**src/rtl/rv32i_types.sv**
```systemverilog
// rtl/rv32i_types.sv - shared RV32I/RV64I opcode, funct3, access-size and dmem stage state types.
package rv32i_types;

  typedef enum logic [6:0] {
    op_load  = 7'b0000011,
    op_imm   = 7'b0010011,
    op_store = 7'b0100011,
    op_reg   = 7'b0110011
  } rv32i_opcode_t;

  typedef enum logic [2:0] {
    f3_lb  = 3'b000,
    f3_lh  = 3'b001,
    f3_lw  = 3'b010,
    f3_ld  = 3'b011,
    f3_lbu = 3'b100,
    f3_lhu = 3'b101,
    f3_lwu = 3'b110
  } load_funct3_t;

  typedef enum logic [2:0] {
    f3_sb = 3'b000,
    f3_sh = 3'b001,
    f3_sw = 3'b010,
    f3_sd = 3'b011
  } store_funct3_t;

  typedef enum logic [1:0] {
    IDLE = 2'b00,
    REQ  = 2'b01,
    DONE = 2'b10
  } dmem_state_t;

  // funct3[1:0] encodes log2 of the access size in bytes
  typedef enum logic [1:0] {
    size_byte  = 2'b00,
    size_half  = 2'b01,
    size_word  = 2'b10,
    size_dword = 2'b11
  } access_size_t;

endpackage

```
**src/rtl/load_align.sv**
```systemverilog
// rtl/load_align.sv - moves the addressed lane(s) of a cache word down to bit 0 and sign/zero-extends.
module load_align
  import rv32i_types::*;
#(
  parameter int DATA_W = 32,
  parameter int OFS_W  = 2
) (
  input  logic [DATA_W-1:0] rdata,
  input  logic [OFS_W-1:0]  offset,
  input  logic [2:0]        funct3,
  output logic [DATA_W-1:0] result
);

  logic [DATA_W-1:0] shifted;
  logic              sign;
  int                nbits;

  always_comb begin
    shifted = rdata >> {offset, 3'b000};
    nbits   = 8 << funct3[1:0];
    sign    = 1'b0;
    unique case (access_size_t'(funct3[1:0]))
      size_byte: sign = shifted[7];
      size_half: sign = shifted[15];
      size_word: sign = shifted[31];
      default:   sign = shifted[DATA_W-1];
    endcase
    // funct3[2] selects the unsigned load variants
    sign = sign & ~funct3[2];
    for (int i = 0; i < DATA_W; i++) begin
      result[i] = (i < nbits) ? shifted[i] : sign;
    end
  end

endmodule

```
**src/rtl/dmem_stage.sv**
```systemverilog
// rtl/dmem_stage.sv - pipeline memory stage: issues one cache load/store per instruction and aligns the result.
module dmem_stage
  import rv32i_types::*;
#(
  parameter int DATA_W = 32,
  parameter int LANES  = DATA_W / 8
) (
  input  logic              clk,
  input  logic              rst,
  input  logic              in_valid,
  output logic              in_ready,
  input  logic [6:0]        in_opcode,
  input  logic [2:0]        in_funct3,
  input  logic [DATA_W-1:0] in_addr,
  input  logic [DATA_W-1:0] in_wdata,
  output logic              out_valid,
  input  logic              out_ready,
  output logic [DATA_W-1:0] out_rdata,
  output logic [LANES-1:0]  out_rmask,
  output logic [LANES-1:0]  out_wmask,
  output logic              out_misaligned,
  output logic              dmem_read,
  output logic              dmem_write,
  output logic [DATA_W-1:0] dmem_address,
  output logic [DATA_W-1:0] dmem_wdata,
  output logic [LANES-1:0]  dmem_byte_enable,
  input  logic [DATA_W-1:0] dmem_rdata,
  input  logic              dmem_resp
);

  localparam int OFS_W = $clog2(LANES);

  dmem_state_t       state, next_state;
  logic [6:0]        opcode_q;
  logic [2:0]        funct3_q;
  logic [DATA_W-1:0] addr_q, wdata_q, rdata_q, load_result;
  logic [OFS_W-1:0]  offset;
  logic [LANES-1:0]  size_mask;
  logic              is_load, is_store, fault;

  // Illegal funct3 encodings are reported through the same fault flag as misalignment
  function automatic logic access_fault(input logic [6:0] op, input logic [2:0] f3,
                                        input logic [OFS_W-1:0] ofs);
    logic [OFS_W-1:0] align_bits;
    logic             illegal;
    align_bits = OFS_W'((1 << f3[1:0]) - 1);
    illegal    = 1'b0;
    if (op == op_load)
      illegal = (f3 == 3'b111) || (DATA_W == 32 && f3[1:0] == 2'b11);
    else if (op == op_store)
      illegal = f3[2] || (DATA_W == 32 && f3[1:0] == 2'b11);
    return (op == op_load || op == op_store) && (illegal || ((ofs & align_bits) != '0));
  endfunction

  assign offset   = addr_q[OFS_W-1:0];
  assign is_load  = (opcode_q == op_load);
  assign is_store = (opcode_q == op_store);
  assign fault    = access_fault(opcode_q, funct3_q, offset);

  always_comb begin
    size_mask = '0;
    for (int i = 0; i < LANES; i++) begin
      size_mask[i] = (i < (1 << funct3_q[1:0]));
    end
    size_mask = size_mask << offset;
  end

  always_ff @(posedge clk or posedge rst) begin
    if (rst) state <= IDLE;
    else     state <= next_state;
  end

  always_comb begin
    next_state = state;
    unique case (state)
      IDLE: if (in_valid) begin
        next_state = ((in_opcode == op_load || in_opcode == op_store) &&
                      !access_fault(in_opcode, in_funct3, in_addr[OFS_W-1:0])) ? REQ : DONE;
      end
      REQ:     if (dmem_resp) next_state = DONE;
      DONE:    if (out_ready) next_state = IDLE;
      default: next_state = IDLE;
    endcase
  end

  always_ff @(posedge clk or posedge rst) begin
    if (rst) begin
      opcode_q <= '0;
      funct3_q <= '0;
      addr_q   <= '0;
      wdata_q  <= '0;
      rdata_q  <= '0;
    end else if (state == IDLE && in_valid) begin
      opcode_q <= in_opcode;
      funct3_q <= in_funct3;
      addr_q   <= in_addr;
      wdata_q  <= in_wdata;
      rdata_q  <= '0;
    end else if (state == REQ && dmem_resp && is_load) begin
      rdata_q <= load_result;
    end
  end

  load_align #(.DATA_W(DATA_W), .OFS_W(OFS_W)) u_load_align (
    .rdata  (dmem_rdata),
    .offset (offset),
    .funct3 (funct3_q),
    .result (load_result)
  );

  assign in_ready         = (state == IDLE);
  assign out_valid        = (state == DONE);
  assign out_rdata        = rdata_q;
  assign out_misaligned   = fault;
  assign out_rmask        = (is_load && !fault) ? size_mask : '0;
  assign out_wmask        = (is_store && !fault) ? size_mask : '0;
  assign dmem_read        = (state == REQ) && is_load;
  assign dmem_write       = (state == REQ) && is_store;
  assign dmem_address     = {addr_q[DATA_W-1:OFS_W], {OFS_W{1'b0}}};
  assign dmem_wdata       = dmem_write ? (wdata_q << {offset, 3'b000}) : '0;
  assign dmem_byte_enable = dmem_write ? size_mask : '0;

endmodule

```
**config.mk**
```make
export PLATFORM = sky130hd
export DESIGN_NAME = dmem_stage
export DESIGN_NICKNAME = d
export VERILOG_FILES = /design/src/rtl/rv32i_types.sv /design/src/rtl/load_align.sv /design/src/rtl/dmem_stage.sv
export SDC_FILE = /design/constraint.sdc
export NUM_CORES = 1
export LEC_CHECK = 0
export CORE_AREA = 2 2 113 115
export CTS_CLUSTER_SIZE = 16
export DETAILED_ROUTE_END_ITERATION = 10
export DIE_AREA = 0 0 115 117
export PLACE_DENSITY = 0.86
export SETUP_SLACK_MARGIN = 0.2
export SYNTH_ARGS = -nofsm -noshare
export SYNTH_HDL_FRONTEND = slang
export SYNTH_SLANG_ARGS = --single-unit
```
**constraint.sdc**
```tcl
create_clock -name clk -period 5.4 [get_ports clk]
set_clock_uncertainty 0.1 [all_clocks]
set_input_delay 0.81 -clock clk [delete_from_list [all_inputs] [get_ports clk]]
set_output_delay 0.81 -clock clk [all_outputs]
set_load 0.1 [all_outputs]
```
# == After elaboration in Yosys (flattened, before gate mapping) ==
# Cells that the tools add are included.
# op_classes
addsub,2
magnitude_cmp,36
eq_ne,14
shifts,6
n_mux,50
bitwise_logic,4
n_reduce_logical,26
# op_table
op,count
less-than comparator 6 x 32 -> 1 bit (first input constant),16
less-than comparator 5 x 32 -> 1 bit (first input constant),8
less-than comparator 3 x 32 -> 1 bit (first input constant),4
less-than comparator 4 x 32 -> 1 bit (first input constant),4
two-way mux 32 bit,3
less-than comparator 1 x 32 -> 1 bit (first input constant),2
less-than comparator 2 x 32 -> 1 bit (first input constant),2
two-way mux 1 bit,38
<< shifter 1 x 2 -> 32 bit (first input constant),1
<< shifter 32 x 5 -> 32 bit,1
<< shifter 4 x 2 -> 32 bit (first input constant),1
>> shifter 32 x 5 -> 32 bit,1
equality test 7 x 2 -> 1 bit (second input constant),2
equality test 7 x 6 -> 1 bit (second input constant),2
two-way mux 4 bit,3
logical AND 1 bit,10
logical OR 1 bit,8
two-way mux 2 bit,4
equality test 2 bit (second input constant),3
equality test 3 bit (second input constant),2
case mux 2 bit (3 select lines),1
nonzero test 2 bit,3
AND 2 bit,2
equality test 2 x 1 -> 1 bit (second input constant),2
11 further kinds,15
# word_totals
register_bits,108
inputBits,111
output_inout_bits,113
wordCells,144

# == Longest topological paths before layout ==
# Gate-level depths: netlist of the first run.
# depth
word_depth,13
ltp_mapped,7

# == Modules after synthesis ==
# A second synthesis of the first run with hierarchy kept.
# hier_totals
hier_cells,594
area_unflattened_um2,6159.7
# modules_own_cells
module,instances,cells_each,area_per_inst_um2
dmem_stage,1,486,5464.0
load_align,1,108,695.7

# == Worst setup path after synthesis of the first run ==
# No wires, ideal clock.
# synth_path
path_kind,register to output
start,reg opcode_q[6]
end,out out_rmask[0]
t_arrival_ps,3974
path_slack_ps,516
path_stages_with_launch,5
cell_sequence,dfrtp_1 > nor4b_2 > nand2_1 > or2_1 > nor4_1
# synth_via
elab_chain_cells,8
word_cells_on_any_way,10
cone_classes,2 x eq/ne; 3 x mux; 5 x reduce/logical
# synth_rtl
element,line,text
start: declaration,dmem_stage.sv:34,logic [6:0] opcode_q;
start signal: assignment,dmem_stage.sv:94,opcode_q <= in_opcode;
equality test 7 x 6 -> 1 bit,"dmem_stage.sv:50, dmem_stage.sv:52",
two-way mux 1 bit,dmem_stage.sv:50,else if (op == op_store)
two-way mux 1 bit,dmem_stage.sv:48,if (op == op_load)
logical OR 1 bit,dmem_stage.sv:52,return (op == op_load || op == op_store) && (illegal || ((ofs & align_bits) != '0));
logical AND 1 bit,dmem_stage.sv:52,
zero test 1 bit,dmem_stage.sv:115,assign out_rmask = (is_load && !fault) ? size_mask : '0;
logical AND 1 bit *,dmem_stage.sv:115,
two-way mux 4 bit *,dmem_stage.sv:115,
end: declaration,dmem_stage.sv:19,"output logic [LANES-1:0] out_rmask,"
# Every way passes the cells marked *; elsewhere a longest branch is shown, timed or not.

# == Worst setup path after layout of the first run ==
# layout_path
start,reg addr_q[0]
end,out out_wmask[0]
# layout_via
elab_chain_cells,7
word_cells_on_any_way,8
cone_classes,1 x shift; 1 x mux; 1 x bitwise; 5 x reduce/logical
# layout_rtl
element,line,text
start: declaration,dmem_stage.sv:36,"logic [DATA_W-1:0] addr_q, wdata_q, rdata_q, load_result;"
start signal: assignment,dmem_stage.sv:96,addr_q <= in_addr;
AND 2 bit,dmem_stage.sv:52,
nonzero test 2 bit,dmem_stage.sv:52,
logical OR 1 bit,dmem_stage.sv:52,
logical AND 1 bit,dmem_stage.sv:52,
zero test 1 bit,dmem_stage.sv:116,assign out_wmask = (is_store && !fault) ? size_mask : '0;
logical AND 1 bit,dmem_stage.sv:116,
two-way mux 4 bit *,dmem_stage.sv:116,
end: declaration,dmem_stage.sv:20,"output logic [LANES-1:0] out_wmask,"
# Marks and branches as above.

==> run metrics, run 1 <==
hpwl dp between 10,000 and 15,000 µm; Overflow after GRT 0; post-synth cell types 46; # diodes 0; Register Area ~0.0027 mm²; Rows 41; total power roughly 0.0029 W; WL final roughly 16,000 µm; CTS Buf Count 9; most common cell in the netlist dfrtp_1; ys async rst share 1.00; routability cong. 0.842; root buffer cell clkbuf_16; core outline area about 0.012 mm²; Yosys Warn Count 0; prevailing post-synth register cell dfrtp_1; relative slew slack 0.315; Post-synth EDFFs 0; Finished Cell Area ~0.008 mm²; Die ar. roughly 0.013 mm²; status finished clean; family with the most delay on the worst path buffers and inverters; cell taking the most area after synthesis dfrtp_1; CTS tree done; largest net degree at the start of global routing 76; Critical Path Source Type flip-flop; CP Max Fanout 73; CTS Sinks between 100 and 150; residual DRC count 0; syn avg cell area roughly 11 µm²; Data arrival, critical path about 3600 ps; critical path's slowest cell clkdlybuf4s50_1; I/O Buffers 221; Max VDD drop roughly 0.32 mV; non-filler instance count after layout approximately 860; Syn Inst Count between 500 and 600; # resized after CTS 0; WP buf/inv 1; top-level port count 224; PD cells 359 mW/mm²; sequential fraction of the synthesis area 0.467; Final ANT Viol Nets 0; initial antenna violation count 0; Die Y between 100 and 150 µm; clock latency at the later pin of the worst-skew pair ~340 ps; Chip Width roughly 120 µm; cts hold-fix bufs 0; fraction of layout cells with a size suffix above 1 0.199; WL per Instance 18.2 µm; nets 820; Core Util, Final 0.654; worst path cell trace o21ai_0, a21oi_1, or4b_1, nor3_1, clkdlybuf4s50_1; Hold Fails Final Rpt 0; Initial Util 0.470; Cell Area, Placed slightly below 0.008 mm²; Post-Place Cells 848; DRT Pass-1 Iters 4; Tightest Pin Transition between 1000 and 1500 ps; area occupied by multi-input gates 0.00265 mm²; RSZ-0062 raised after global routing false; Total GRT Usage 0.229; Critical Path RT around 4500 ps; CTS H-tree depth 3; setup violators final 0; most frequent cells after synthesis dfrtp_1 (108), mux2_2 (83), nor2_1 (53); Fillers between 900 and 1k; Mapped Area 0.00578 mm²; worst hold path class reg -> reg; maximum clock path buffer count 2; crit-path max cell delay between 1000 and 1500 ps; P_leak between 3 and 4 nW; drt initial violations ~320; vias in the first global route 4,705; crit end category output pin; ranking of synthesized cells by area dfrtp_1 (47%), mux2_2 (16%), mux2i_1 (5.9%); post-synth top area share 0.467; fmax ~220 MHz; Setup Buffers After CTS 0; via count roughly 4.8k; period utilisation layout 0.836; kind of critical path reg -> out; Via density ~5.5; area delta synth->final 39.1%; max_cap viols 0; Slew Limit Fails 0; minimum clock period roughly 4500 ps; Seq cells post-synth around 110; CTS clk-pin slew, worst paths 70 ps; setup TNS 0 ps; first-pass GRT wire length approximately 24,000 µm
metal layers:
layer / wire [µm] / share of wire / track usage
met5: 0 / 0 / 0
met4: 353 / 0.022 / 0.0884
met3: 1050 / 0.067 / 0.0417
met2: 8010 / 0.51 / 0.395
met1: 6280 / 0.40 / 0.288
cells in the final DEF, fill, tap and decap left out, drive strengths merged, types with 2 or more instances in the layout:
cell type,instances
clkbuf,12
nand2b,2
o31ai,7
or2,2
nor3,8
clkdlybuf4s50,195
o21ai,11
a211oi,24
inv,4
nor2,53
dfrtp,108
buf,32
mux2i,34
nand3,16
a21oi,52
o21a,3
and2,8
conb,2
a31oi,9
mux2,83
clkinv,3
nor2b,15
nand2,13
registers in the layout (all words and copies together) (netlist names):
signal,flops
addr_q,32
funct3_q,3
opcode_q,7
out_rdata,32
state,2
wdata_q,32
logic make-up (layout without fill, tap and decap cells):
family	after synthesis	in the layout	share of synthesized area
AOI/OAI and AO/OA	112	112	0.122
xor gates and xnor gates	1	1	0.00151
buffers and inverters	77	247	0.0770
DFF	108	108	0.467
muxes	117	117	0.220
other	1	2	0.000648
and+or+nand+nor	127	127	0.111
where the power goes:
part,switching (W),internal (W)
Sequential,0.000160,0.000940
Combinational,0.000712,0.000417
Clock,0.000287,0.000372
worst paths after layout:
check / from / end / slack [ps] / cells after the start
max: addr_q[0]$_DFFE_PP0P_ / out_wmask[0] / 880 / 5
min: wdata_q[30]$_DFFE_PP0P_ / wdata_q[30]$_DFFE_PP0P_ / 400 / 1
max reg2reg: addr_q[0]$_DFFE_PP0P_ / out_rdata[28]$_DFFE_PP0P_ / 2760 / 4
min reg2reg: wdata_q[30]$_DFFE_PP0P_ / wdata_q[30]$_DFFE_PP0P_ / 400 / 1
max in group asynchronous: rst / out_rdata[1]$_DFFE_PP0P_ / 3220 / 3
min in group asynchronous: rst / opcode_q[6]$_DFFE_PP0P_ / 860 / 2
stage by stage:
stage / hold WS [ps] / setup WS (ps)
2_1_floorplan: 370 / 516
3_3_place_gp: 381 / 1290
3_5_place_dp: 388 / 1250
4_1_cts: 404 / 874
5_1_grt: 412 / 628
6_report: 402 / 883
area by class of cell:
class / instances / area share
Inverter: 4 / 0.00218
Multi-Input combinational cell: 359 / 0.329
Timing Repair Buffer: 227 / 0.272
Clock inverter: 4 / 0.00606
Tap cell: 150 / 0.0233
Clock buffer: 12 / 0.0306
Sequential cell: 108 / 0.336
Note: power is estimated with default switching activity, not from simulation.
==> run 2: changes to the inputs <==
CORE_AREA = 2 2 124 126   (was 2 2 113 115)
DIE_AREA = 0 0 126 128   (was 0 0 115 117)
PLACE_DENSITY = 0.76   (was 0.86)
clock period = 4 ns   (was 5.4 ns; I/O delays follow)
==> run metrics, run 2 (synthesized netlist as in run 1, its figures left out) <==
# resized after CTS 0; Register Area 0.00271 mm²; Die Y around 130 µm; worst path cell trace o21ai_0, a21oi_1, or4b_1, nor3_1, buf_12; Finished Cell Area around 0.0085 mm²; initial antenna violation count 0; CTS tree done; I/O Buffers between 200 and 250; CTS clk-pin slew, worst paths 70 ps; Via density roughly 5.3; first-pass GRT wire length ~27,000 µm; Cell Area, Placed around 0.0082 mm²; Die ar. approximately 0.016 mm²; worst hold path class reg -> reg; DRT Pass-1 Iters 4; Rows 45; max_cap viols 0; vias in the first global route approximately 5k; Critical Path RT around 3300 ps; WL final roughly 17,000 µm; crit-path max cell delay about 670 ps; clock latency at the later pin of the worst-skew pair approximately 350 ps; Final ANT Viol Nets 0; Initial Util 0.389; status finished clean; Overflow after GRT 0; P_leak between 3 and 4 nW; crit end category output pin; largest net degree at the start of global routing 60; WL per Instance ~19 µm; residual DRC count 0; Setup Buffers After CTS 0; routability cong. around 0.9; critical path's slowest cell dfrtp_4; fraction of layout cells with a size suffix above 1 0.239; top-level port count between 200 and 250; Slew Limit Fails 0; CTS Sinks around 110; maximum clock path buffer count 2; Data arrival, critical path 2620 ps; Fillers between 1k and 1.5k; Total GRT Usage 0.209; core outline area approximately 0.015 mm²; RSZ-0062 raised after global routing false; CP Max Fanout 33; Chip Width between 100 and 150 µm; hpwl dp between 10,000 and 15,000 µm; most common cell after layout, fill and taps aside clkdlybuf4s50_1; WHS roughly 410 ps; area occupied by multi-input gates between 0.002 and 0.003 mm²; Critical Path Source Type flip-flop; CTS H-tree depth 3; minimum clock period about 3300 ps; root buffer cell clkbuf_16; # diodes 0; Tightest Pin Transition 1030 ps; setup TNS 0 ps; Hold Fails Final Rpt 0; kind of critical path reg -> out; Max VDD drop 0.451 mV; period utilisation layout 0.829; setup violators final 0; nets 821; fmax approximately 300 MHz; PD cells between 400 and 500 mW/mm²; via count roughly 4.8k; area delta synth->final 47.5%; relative slew slack 0.311; cts hold-fix bufs 0; drt initial violations approximately 320; CTS Buf Count 9; commonest cells after routing, fill and taps aside clkdlybuf4s50_1 (174), dfrtp_1 (106), mux2_2 (83)
## run 2: changes by cell type in the layout (fill, tap and decap cells not counted), moves of 2 or more
cell | before | now
a211oi_2 | 0 | 2
buf_4 | 32 | 19
clkbuf_1 | 2 | 0
clkdlybuf4s50_1 | 195 | 174
clkinvlp_4 | 0 | 2
nor3_1 | 7 | 5
a211oi_1 | 24 | 22
nor3_2 | 1 | 3
buf_12 | 0 | 35
## run 2: layout make-up
type / count / area share
Timing Repair Buffer: 228 / 0.303
Multi-Input combinational cell: 359 / 0.313
Clock inverter: 5 / 0.00689
Tap cell: 188 / 0.0276
Clock buffer: 11 / 0.0296
Inverter: 4 / 0.00205
Sequential cell: 108 / 0.317
## run 2: per-stage QoR
stage	setup WS [ps]	total power, W	cells	utilization
floorplan	-113	0.00273	544	-
finish	682	0.00397	903	0.574
global placement	1070	0.00300	887	0.553
CTS	627	0.00400	903	0.574
detailed placement	1050	0.00306	887	0.553
global route	487	0.00415	903	0.574
## run 2: worst max-delay path: cells and delay by family (launching register included)
family / cells / cell delay (ps)
and+or+nand+nor: 2 / 1010
DFF: 1 / 670
AOI/OAI and AO/OA: 2 / 350
buffers and inverters: 1 / 230
## run 2: worst paths after layout
path / startpoint / endpoint / slack [ps] / cells past startpoint
setup / recovery: addr_q[0]$_DFFE_PP0P_ / out_wmask[1] / 680 / 5
min in group asynchronous: rst / addr_q[20]$_DFFE_PP0P_ / 590 / 2
max in group asynchronous: rst / out_rdata[16]$_DFFE_PP0P_ / 2410 / 3
hold / removal: addr_q[24]$_DFFE_PP0P_ / addr_q[24]$_DFFE_PP0P_ / 410 / 1
hold reg to reg: addr_q[24]$_DFFE_PP0P_ / addr_q[24]$_DFFE_PP0P_ / 410 / 1
setup reg to reg: addr_q[0]$_DFFE_PP0P_ / out_rdata[26]$_DFFE_PP0P_ / 1690 / 4
## run 2: routing by layer
layer  wire, µm  global-route usage  up-vias
met2       8740               0.373      209
met5          0                   0        -
met4        235              0.0621        0
li1           -                   -     2221
met1       6400               0.241     2334
met3       1510              0.0639       16
## run 2: power by group
part | leakage (nW) | internal (W) | switching, W
Sequential | 1.34 | 0.00127 | 0.000196
Clock | 0.148 | 0.000521 | 0.000413
Combinational | 2.04 | 0.000566 | 0.00100
Total | 3.52 | 0.00236 | 0.00161
